`src/rtl/bin_frame_packer.sv`:
```
// Packs NUM_BINS magnitude beats into one frame and presents it with valid/ready,
// freezing data_o for HOLD_CYCLES after the output handshake. Optional macro: NOISE_FLOOR_EN.
module bin_frame_packer #(
  parameter int NUM_BINS    = 7,
  parameter int WIDTH       = 16,
  parameter int HOLD_CYCLES = 4,
  parameter int NOISE_FLOOR = 256
) (
  input  logic             clk_i,
  input  logic             reset_i,
  input  logic             valid_i,
  output logic             ready_o,
  input  logic [WIDTH-1:0] data_i,
  input  logic             last_i,
  output logic [WIDTH-1:0] data_o [NUM_BINS-1:0],
  output logic             valid_o,
  input  logic             ready_i,
  output logic             err_o
);

  localparam int CW = (NUM_BINS > 1) ? $clog2(NUM_BINS) : 1;
  localparam int HW = $clog2(HOLD_CYCLES + 1);
  localparam logic [CW-1:0] LAST_IDX = CW'(NUM_BINS - 1);
`ifdef NOISE_FLOOR_EN
  localparam bit FLOOR_EN = 1'b1;
`else
  localparam bit FLOOR_EN = 1'b0;
`endif

  typedef enum logic {
    IN_COLLECT,
    IN_FULL
  } in_state_t;

  typedef enum logic [1:0] {
    OUT_EMPTY,
    OUT_VALID,
    OUT_HOLD
  } out_state_t;

  in_state_t        in_q, in_d;
  out_state_t       out_q, out_d;
  logic [CW-1:0]    cnt_q, cnt_d;
  logic [HW-1:0]    hold_q, hold_d;
  logic             err_q, err_d;
  logic [WIDTH-1:0] bins_q [NUM_BINS-1:0];
  logic [WIDTH-1:0] bins_d [NUM_BINS-1:0];
  logic [WIDTH-1:0] data_q [NUM_BINS-1:0];
  logic [WIDTH-1:0] data_d [NUM_BINS-1:0];
  logic [WIDTH-1:0] store_val;
  logic             beat;
  logic             load;

  always_ff @(posedge clk_i) begin
    if (reset_i) begin
      in_q   <= IN_COLLECT;
      out_q  <= OUT_EMPTY;
      cnt_q  <= '0;
      hold_q <= '0;
      err_q  <= 1'b0;
      bins_q <= '{default: '0};
      data_q <= '{default: '0};
    end else begin
      in_q   <= in_d;
      out_q  <= out_d;
      cnt_q  <= cnt_d;
      hold_q <= hold_d;
      err_q  <= err_d;
      bins_q <= bins_d;
      data_q <= data_d;
    end
  end

  always_comb begin
    in_d   = in_q;
    out_d  = out_q;
    cnt_d  = cnt_q;
    hold_d = hold_q;
    err_d  = 1'b0;
    bins_d = bins_q;
    data_d = data_q;

    store_val = (FLOOR_EN && (data_i < WIDTH'(NOISE_FLOOR))) ? '0 : data_i;
    beat = valid_i && (in_q == IN_COLLECT);
    load = (in_q == IN_FULL) && (out_q == OUT_EMPTY);

    // Any mismatch between last_i and the bin position drops the frame; the beat is consumed.
    if (beat) begin
      bins_d[cnt_q] = store_val;
      if (cnt_q == LAST_IDX) begin
        cnt_d = '0;
        if (last_i) in_d = IN_FULL;
        else        err_d = 1'b1;
      end else if (last_i) begin
        cnt_d = '0;
        err_d = 1'b1;
      end else begin
        cnt_d = cnt_q + 1'b1;
      end
    end

    case (out_q)
      OUT_EMPTY: begin
        if (load) begin
          data_d = bins_q;
          out_d  = OUT_VALID;
          in_d   = IN_COLLECT;
        end
      end
      OUT_VALID: begin
        if (ready_i) begin
          out_d  = OUT_HOLD;
          hold_d = HW'(HOLD_CYCLES);
        end
      end
      OUT_HOLD: begin
        if (hold_q <= HW'(1)) begin
          out_d  = OUT_EMPTY;
          hold_d = '0;
        end else begin
          hold_d = hold_q - 1'b1;
        end
      end
      default: out_d = OUT_EMPTY;
    endcase
  end

  assign ready_o = (in_q == IN_COLLECT);
  assign valid_o = (out_q == OUT_VALID);
  assign err_o   = err_q;
  assign data_o  = data_q;

endmodule

```
`config.mk`:
```
export PLATFORM = sky130hd
export DESIGN_NAME = bin_frame_packer
export DESIGN_NICKNAME = d
export VERILOG_FILES = /design/src/rtl/bin_frame_packer.sv
export SDC_FILE = /design/constraint.sdc
export NUM_CORES = 1
export LEC_CHECK = 0
export ABC_AREA = 1
export BUFFER_PORTS_ARGS = -buffer_cell sky130_fd_sc_hd__buf_2
export CAP_MARGIN = 20
export CORE_UTILIZATION = 56
export DETAILED_ROUTE_END_ITERATION = 10
export PLACE_DENSITY_LB_ADDON = 0.2
export SYNTH_ARGS = -nofsm -noshare
export SYNTH_HDL_FRONTEND = slang
export SYNTH_SLANG_ARGS = --single-unit
```
`constraint.sdc`:
```
create_clock -name clk_i -period 1.8 [get_ports clk_i]
set_input_delay 0 -clock clk_i [delete_from_list [all_inputs] [get_ports clk_i]]
set_output_delay 0 -clock clk_i [all_outputs]
set_load 0.005 [all_outputs]
```
==> results of run 1 <==
worst max-delay path by stage:
stage,start,end,slack (ps)
floorplan,cnt_q[1],bins_q[101],520
global placement,cnt_q[0],bins_q[58],300
detailed placement,cnt_q[0],bins_q[58],250
CTS,out_q[1],out_q[0],110
global route,out_q[1],out_q[0],0.6
finish,out_q[1],out_q[0],110
cell families (layout without fill, tap and decap cells):
family | count (synthesis) | after routing | share of synthesized area (%)
adder cells (fa/ha/maj) | 4 | 4 | 0.577
buffers and inverters | 110 | 246 | 5.61
XOR/XNOR | 1 | 1 | 0.101
AND/OR/NAND/NOR | 595 | 595 | 29.1
AO/OA/AOI/OAI | 184 | 184 | 10.6
flip-flops | 234 | 234 | 54.0
cells in the final DEF, fill, tap and decap left out, types with 22 or more instances in the layout:
cell	netlist	layout
nor2_1	380	379
dfxtp_1	234	234
buf_2	24	135
o21ai_0	132	132
nand2_1	81	81
nand3_1	68	67
nor3_1	41	41
o21ai_1	30	30
inv_1	27	26
clkbuf_16	0	25
a21oi_1	22	22
worst register-to-register path, cell delays in order, from the launching register on:
cell	delay (ps)
dfxtp_1	340
inv_1	100
nand3_4	100
buf_16	340
a21oi_1	130
dlygate4sd3_1	580
metrics by stage:
stage / hold WS [ps] / std cells / cell area [um2] / util [%]
after floorplan: 78.2 / 1128 / 8680 / -
after global placement: 284 / 1390 / 9460 / 62.5
after detailed placement: 280 / 1390 / 9460 / 62.5
after CTS: 360 / 1452 / 10400 / 68.8
after global routing: 379 / 1452 / 10400 / 68.9
final: 373 / 1452 / 10400 / 68.9
routing by layer:
metal / track usage (%) / up-vias / share of wire, %
met5: 0 / - / 0
met4: 9.21 / 0 / 2.4
met3: 3.71 / 41 / 7.8
met2: 43.4 / 283 / 45
met1: 40.0 / 3576 / 45
li1: - / 3877 / -
where the power goes:
| part | switching (uW) | internal (uW) | leakage (uW) |
|---|---|---|---|
| logic | 371 | 168 | 0.00224 |
| registers | 37.6 | 5240 | 0.00189 |
| clock network | 1930 | 2870 | 0.000367 |
| total | 2340 | 8280 | 0.00450 |
state kept, by name (all words and copies together), names as in the netlist:
register / count
bins_q: 112
cnt_q: 3
data_o: 112
err_o: 1
hold_q: 3
in_q: 1
out_q: 2
timing repair:
action / CTS / global route
hold buffers: 21 / 0
endpoints found under the hold margin: 80 / 0
endpoints found under the setup margin: 0 / 1
gates resized for setup: 0 / 1
final cells by class:
type | instances | area, um2
multi-input cells | 784 | 3520
repair buffers | 170 | 1100
inverters | 35 | 138
fillers | 1275 | 4720
flip-flops and latches | 234 | 4680
clock buffers | 36 | 677
well taps | 188 | 235
clock inverters | 5 | 75.1
==> qor.yml, run 1 <==
final_layout:
  area_growth_pct: 20.2
  finalNetCount: 1274
  layout-drive-gt1-share_pct: 17.0
  antenna_cells: 0
timing:
  layout_worst_path_cycle_share_pct: 94.1
  slew_headroom_pct: 68.3
  fmax_mhz: 591
  rsz0062_at_grt: "no"
  drv_slew: 0
  fin_worst_skew_ps: 11.1
  finalSetupViolCount: 0
  tightestPinTransition_ps: 476
  setup_ws_ps: 107
  finalHoldViolCount: 0
  timing.setup.tns_ps: 0
  finalCriticalPeriod_ps: 1690
critical_path:
  worst_ep_arrival_time_ps: 2090
  path_max_fanout: 113
  cp_num_cells: 5
  r2r-start: "out_q[1]"
  crit_slowest_cell: "dlygate4sd3_1"
  crit_path_end_kind: "register"
  crit_type: "reg -> reg"
  crit_path_start_kind: "register"
  r2r_slack_ps: 110
  critical_path_buf_inv_count: 3
  crit_chain: "inv_1, nand3_4, buf_16, a21oi_1, dlygate4sd3_1"
  reg2reg_depth: 5
  cp_data_required_time_ps: 2200
  cpPeakStageDelay_ps: 580
  worstReg2RegEnd: "out_q[0]"
  cp_top_family: "buffers and inverters"
placed_design:
  place_ws_ps: 246
  place_hpwl_um: 13800
  portBuffers: 135
  place.gp.congestion: 0.808
yosys:
  ys.flop_type: "dfxtp_1"
  async_reset_ff_share_pct: 0
  yosysSeqAreaShare_pct: 54.0
  synth_top_area_share_pct: 54.0
  yosysMostFrequentCell: "nor2_1"
  synthTopCellsByArea: "dfxtp_1 54%, nor2_1 16%, o21ai_0 7.6%"
  synthDistinctLibCells: 24
  avgSynthCellArea_um2: 7.69
  synth_top_cells_by_count: "380 x nor2_1, 234 x dfxtp_1, 132 x o21ai_0"
  synth_top_cell_by_area: "dfxtp_1"
  synth_nets: 1153
  synth_warnings: 0
  synth_edf_count: 0
  synth_area_um2: 8680
  syn_inst: 1128
  synth_seq_cells: 234
die:
  die_w_um: 126
  die_y_um: 126
  io_pins: 136
  die_area_um2: 16000
  row_count: 45
  start_util_pct: 57.3
  core_um2: 15100
hold_path:
  hp-start: "ready_i"
  min_to: "out_q[1]"
  worstHoldPathType: "in -> reg"
  hold_depth: 4
routing:
  route.detailed.drc: 0
  wl_per_cell_um: 15.2
  drt_wl_total_um: 22000
  drt-pass1-iter-count: 5
  num_vias: 7777
  viasPerCell: 5.36
  drt_iter0_markers: 764
  ant_nets: 0
global_route:
  grt_max_degree: 114
  grt_pass1_wl_um: 35800
  grtUsageTotal_pct: 27.8
  grt_overflow_total: 0
  grt_pass1_vias: 6962
  antenna_found_initial: 0
status:
  status: "completed"
clock_tree:
  htree_levels: 1
  clk_pin_slew_worst_paths_ps: 60
  cts_max_path_buffers: 3
  clock-sinks: 234
  cts_buffers: 24
  clk_latency_ps: 510
  cts_tree: "yes"
  postCtsSetupBuffers: 0
  root_buffer: "clkbuf_16"
power:
  peakVddDrop_uv: 751
  total_power_uw: 10600
  power_leakage_uw: 0.00450
  powerDensity_nw_per_um2: 1020
run:
  max_cap_violations: 0
No activity file was read; power rests on OpenSTA's default activity.
==> run 2: changes to the inputs <==
--- a/config.mk
+++ b/config.mk
@@ -11,6 +11,7 @@
 export CORE_UTILIZATION = 56
 export DETAILED_ROUTE_END_ITERATION = 10
 export PLACE_DENSITY_LB_ADDON = 0.2
+export RECOVER_POWER = 100
 export SYNTH_ARGS = -nofsm -noshare
 export SYNTH_HDL_FRONTEND = slang
 export SYNTH_SLANG_ARGS = --single-unit
==> qor.yml, run 2 (synthesis results as in run 1) <==
global_route:
  grt_pass1_wl_um: 35800
  antenna_found_initial: 0
  grt_pass1_vias: 6962
  grt_max_degree: 114
  grtUsageTotal_pct: 27.8
  grt_overflow_total: 0
clock_tree:
  clk_latency_ps: 520
  cts_tree: "yes"
  clock-sinks: 234
  htree_levels: 1
  root_buffer: "clkbuf_16"
  cts_max_path_buffers: 3
  cts_buffers: 24
  clk_pin_slew_worst_paths_ps: 60
hold_path:
  worstHoldPathType: "in -> reg"
power:
  clock_power_share_pct: 45.3
  p_comb_share_pct: 5.0
  p_int_uw: 8280
  powerDensity_nw_per_um2: 1030
  seq_power_share_pct: 49.7
  peakVddDrop_uv: 750
  power_leakage_uw: 0.00433
  p_sw_uw: 2350
  swShare_pct: 22.1
routing:
  drt_iter0_markers: 743
  drt_wl_total_um: 22200
  route.detailed.drc: 0
  drt-pass1-iter-count: 6
  viasPerCell: 5.38
  ant_nets: 0
  wl_per_cell_um: 15.3
  num_vias: 7817
critical_path:
  crit_path_start_kind: "register"
  crit_type: "reg -> reg"
  crit_slowest_cell: "dlygate4sd3_1"
  worst_ep_arrival_time_ps: 2090
  cpPeakStageDelay_ps: 580
  crit_path_end_kind: "register"
  path_max_fanout: 113
  cp_data_required_time_ps: 2200
  critical_path_buf_inv_count: 3
  crit_chain: "inv_1, nand3_4, buf_16, a21oi_1, dlygate4sd3_1"
  cp_top_family: "buffers and inverters"
die:
  start_util_pct: 57.3
  die_w_um: 126
  die_y_um: 126
  row_count: 45
  die_area_um2: 16000
  io_pins: 136
  core_um2: 15100
placed_design:
  place_hpwl_um: 13800
  numPlacedInstances: 1390
  place.gp.congestion: 0.808
  portBuffers: 135
timing:
  layout_worst_path_cycle_share_pct: 94.2
  drv_slew: 0
  fin_worst_skew_ps: 12.1
  fmax_mhz: 590
  slew_headroom_pct: 63.4
  timing.setup.tns_ps: 0
  finalCriticalPeriod_ps: 1700
  finalHoldViolCount: 0
  tightestPinTransition_ps: 547
  rsz0062_at_grt: "no"
  finalSetupViolCount: 0
final_layout:
  layout-drive-gt1-share_pct: 13.9
  finalNetCount: 1274
  antenna_cells: 0
  final_cell_mix: "379 x nor2_1, 234 x dfxtp_1, 154 x o21ai_0, 99 x buf_2, 83 x nand2_1"
  area_growth_pct: 19.3
  fin_cells: 1452
  layout_commonest_cell: "nor2_1"
run:
  max_cap_violations: 0
status:
  status: "completed"
## run 2: changes by cell type in the layout (fill, tap and decap cells not counted), sizes merged
cell    change
buf        -36
clkbuf     +36
clkinv      -1
inv         +1
## run 2: repair_timing
item / in CTS / in global routing
hold endpoints to repair: 80 / 0
buffers inserted: 0 / 0
hold buffers: 21 / 0
endpoints found under the setup margin: 0 / 1
gates resized for setup: 0 / 1
## run 2: worst paths after layout
kind,depth (start not counted),slack (ps),endpoint,startpoint
worst max register to register,5,100,out_q[0],out_q[1]
worst max-delay path,5,100,out_q[0],out_q[1]
worst min register to register,2,460,bins_q[97],bins_q[97]
worst min-delay path,4,370,out_q[1],ready_i
## run 2: power groups by stage
| stage | sequential [uW] | clock [uW] | combinational [uW] |
|---|---|---|---|
| floorplan | 5380 | 0 | 319 |
| global placement | 5390 | 0 | 486 |
| detailed placement | 5390 | 0 | 489 |
| CTS | 5280 | 4860 | 528 |
| global route | 5280 | 5080 | 587 |
| finish | 5280 | 4810 | 535 |
## run 2: worst reg2reg max path, delay by kind of cell (launching register included)
| family | cells | cell delay [ps] |
|---|---|---|
| compound gates | 1 | 130 |
| buf+inv | 3 | 1020 |
| flops | 1 | 340 |
| simple gates | 1 | 100 |
## run 2: area by class of cell
| cell class | instances | area (um2) |
|---|---|---|
| Fill cell | 1294 | 4790 |
| Clock buffer | 36 | 677 |
| Tap cell | 188 | 235 |
| Clock inverter | 5 | 75.1 |
| Timing Repair Buffer | 170 | 1030 |
| Sequential cell | 234 | 4680 |
| Inverter | 35 | 136 |
| Multi-Input combinational cell | 784 | 3520 |
## run 2: per-stage QoR
stage	hold slack [ps]	area (um2)	util (%)	setup slack, ps	power, uW
final	368	10400	68.4	105	10600
after global routing	379	10400	68.4	2.80	10900
after global placement	284	9460	62.5	297	5880
after floorplan	78.2	8680	-	523	5700
after CTS	360	10400	68.8	115	10700
after detailed placement	280	9460	62.5	246	5880
## run 2: metal layers
metal  up-vias  share of wire (%)  global-route usage, %
li1       3876                  -                      -
met1      3607                 46                   40.0
met2       295                 45                   43.4
met3        39                7.6                   3.71
met4         0                2.2                   9.21
met5         -                  0                      0
==> run 3: changes to the inputs <==
--- a/config.mk
+++ b/config.mk
@@ -6,12 +6,14 @@
 export NUM_CORES = 1
 export LEC_CHECK = 0
 export ABC_AREA = 1
-export BUFFER_PORTS_ARGS = -buffer_cell sky130_fd_sc_hd__buf_2
+export BUFFER_PORTS_ARGS = -buffer_cell sky130_fd_sc_hd__buf_4
 export CAP_MARGIN = 20
 export CORE_UTILIZATION = 56
 export DETAILED_ROUTE_END_ITERATION = 10
 export PLACE_DENSITY_LB_ADDON = 0.2
 export RECOVER_POWER = 100
+export SETUP_SLACK_MARGIN = 0.3
+export SKIP_CTS_REPAIR_TIMING = 1
 export SYNTH_ARGS = -nofsm -noshare
 export SYNTH_HDL_FRONTEND = slang
 export SYNTH_SLANG_ARGS = --single-unit
==> qor.yml, run 3 (synthesis results as in run 1) <==
status:
  status: "completed"
power:
  swShare_pct: 22.5
  p_sw_uw: 2350
  powerDensity_nw_per_um2: 970
  power_leakage_uw: 0.00444
  p_int_uw: 8100
  p_comb_share_pct: 5.3
  clock_power_share_pct: 44.1
  total_power_uw: 10400
  seq_power_share_pct: 50.6
  peakVddDrop_uv: 750
die:
  die_w_um: 126
  core_um2: 15100
  row_count: 45
  io_pins: 136
  start_util_pct: 57.3
  die_y_um: 126
  die_area_um2: 16000
hold_path:
  worstHoldPathType: "in -> reg"
  hp-start: "data_i[15]"
  hold_depth: 4
  min_to: "bins_q[95]"
final_layout:
  ff_latch_area_um2: 4690
  final_cell_mix: "382 x nor2_1, 231 x dfxtp_1, 143 x o21ai_0, 108 x clkbuf_4, 82 x nand2_1"
  fill_cells: 1255
  multi_input_area_um2: 3490
  layout-drive-gt1-share_pct: 16.9
  antenna_cells: 0
  finalInstanceArea_um2: 10800
  finalNetCount: 1282
  area_growth_pct: 24.1
  layout_commonest_cell: "nor2_1"
  utilization_pct: 71.1
critical_path:
  cpPeakStageDelay_ps: 440
  crit_type: "reg -> reg"
  crit_chain: "inv_1, nand3_1, buf_12, o21ai_0, nor2_1"
  crit_slowest_cell: "o21ai_0"
  r2r-start: "out_q[1]"
  path_max_fanout: 83
  crit_path_start_kind: "register"
  cp_data_required_time_ps: 2180
  r2r_slack_ps: 210
  worstReg2RegEnd: "data_o[29]"
  crit_path_end_kind: "register"
  worst_ep_arrival_time_ps: 1970
  reg2reg_depth: 5
routing:
  drt-pass1-iter-count: 5
  route.detailed.drc: 0
  ant_nets: 0
  viasPerCell: 5.38
  wl_per_cell_um: 15.1
  drt_iter0_markers: 806
  drt_wl_total_um: 22000
  num_vias: 7839
run:
  max_cap_violations: 0
global_route:
  grt_max_degree: 86
  use_met2_pct: 41.6
  use_met1_pct: 38.5
  antenna_found_initial: 0
  grt_overflow_total: 0
  grtUsageTotal_pct: 26.7
  met3_usage_pct: 3.63
  grt_pass1_wl_um: 34500
  grt_pass1_vias: 6744
  top_usage_layer: "met2"
clock_tree:
  cts_max_path_buffers: 3
  cts_buffers: 24
  root_buffer: "clkbuf_16"
  cts_tree: "yes"
  clk_latency_ps: 520
  clock-sinks: 234
  htree_levels: 1
  clk_pin_slew_worst_paths_ps: 60
placed_design:
  post_dp_cell_area_um2: 9770
  place.gp.congestion: 0.801
  place_hpwl_um: 13800
  portBuffers: 135
timing:
  fin_worst_skew_ps: 17.1
  drv_slew: 0
  rsz0062_at_grt: "no"
  tightestPinTransition_ps: 519
  timing.setup.tns_ps: 0
  finalHoldViolCount: 0
  hold_ws_ps: 342
  layout_worst_path_cycle_share_pct: 88.1
  fmax_mhz: 630
  finalSetupViolCount: 0
  finalCriticalPeriod_ps: 1590
  slew_headroom_pct: 65.3
==> run 3: cell type report <==
cell class	instances	share of cell area [%]
Inverter	35	1.25
Timing Repair Buffer	178	13.9
Clock inverter	5	0.604
Multi-Input combinational cell	784	32.4
Tap cell	188	2.18
Clock buffer	33	6.08
Sequential cell	234	43.5
==> run 3: worst max-delay path: cells and delay by family, from the launching register on <==
kind | cells | cell delay (ps)
compound gates | 1 | 440
buf+inv | 2 | 360
flops | 1 | 320
simple gates | 2 | 290
==> run 3: per-layer routing <==
metal / vias up / wire (um)
met1: 3616 / 9880
met5: - / 0
met2: 292 / 10200
met4: 0 / 516
li1: 3887 / -
met3: 44 / 1420
==> run 3: power by group through the flow <==
stage,clock network (uW),registers [uW],logic (uW)
after floorplan,0,5380,319
after global placement,0,5400,494
after detailed placement,0,5400,498
after CTS,4650,5280,503
after global routing,4850,5290,604
final,4610,5290,554
==> run 3: stage by stage <==
| step | setup WS [ps] | cells |
|---|---|---|
| floorplan | 523 | 1128 |
| global placement | 277 | 1390 |
| detailed placement | 214 | 1390 |
| CTS | 197 | 1428 |
| global route | 182 | 1457 |
| finish | 214 | 1457 |
==> run 3: how the worst max path moves through the flow <==
stage              from          end  slack (ps)
2_1_floorplan  cnt_q[1]  bins_q[101]         520
5_1_grt            in_q   bins_q[99]         180
4_1_cts        cnt_q[1]   bins_q[19]         200
6_report       out_q[1]   data_o[29]         210
3_3_place_gp   cnt_q[1]   bins_q[17]         280
3_5_place_dp   cnt_q[1]   bins_q[21]         210
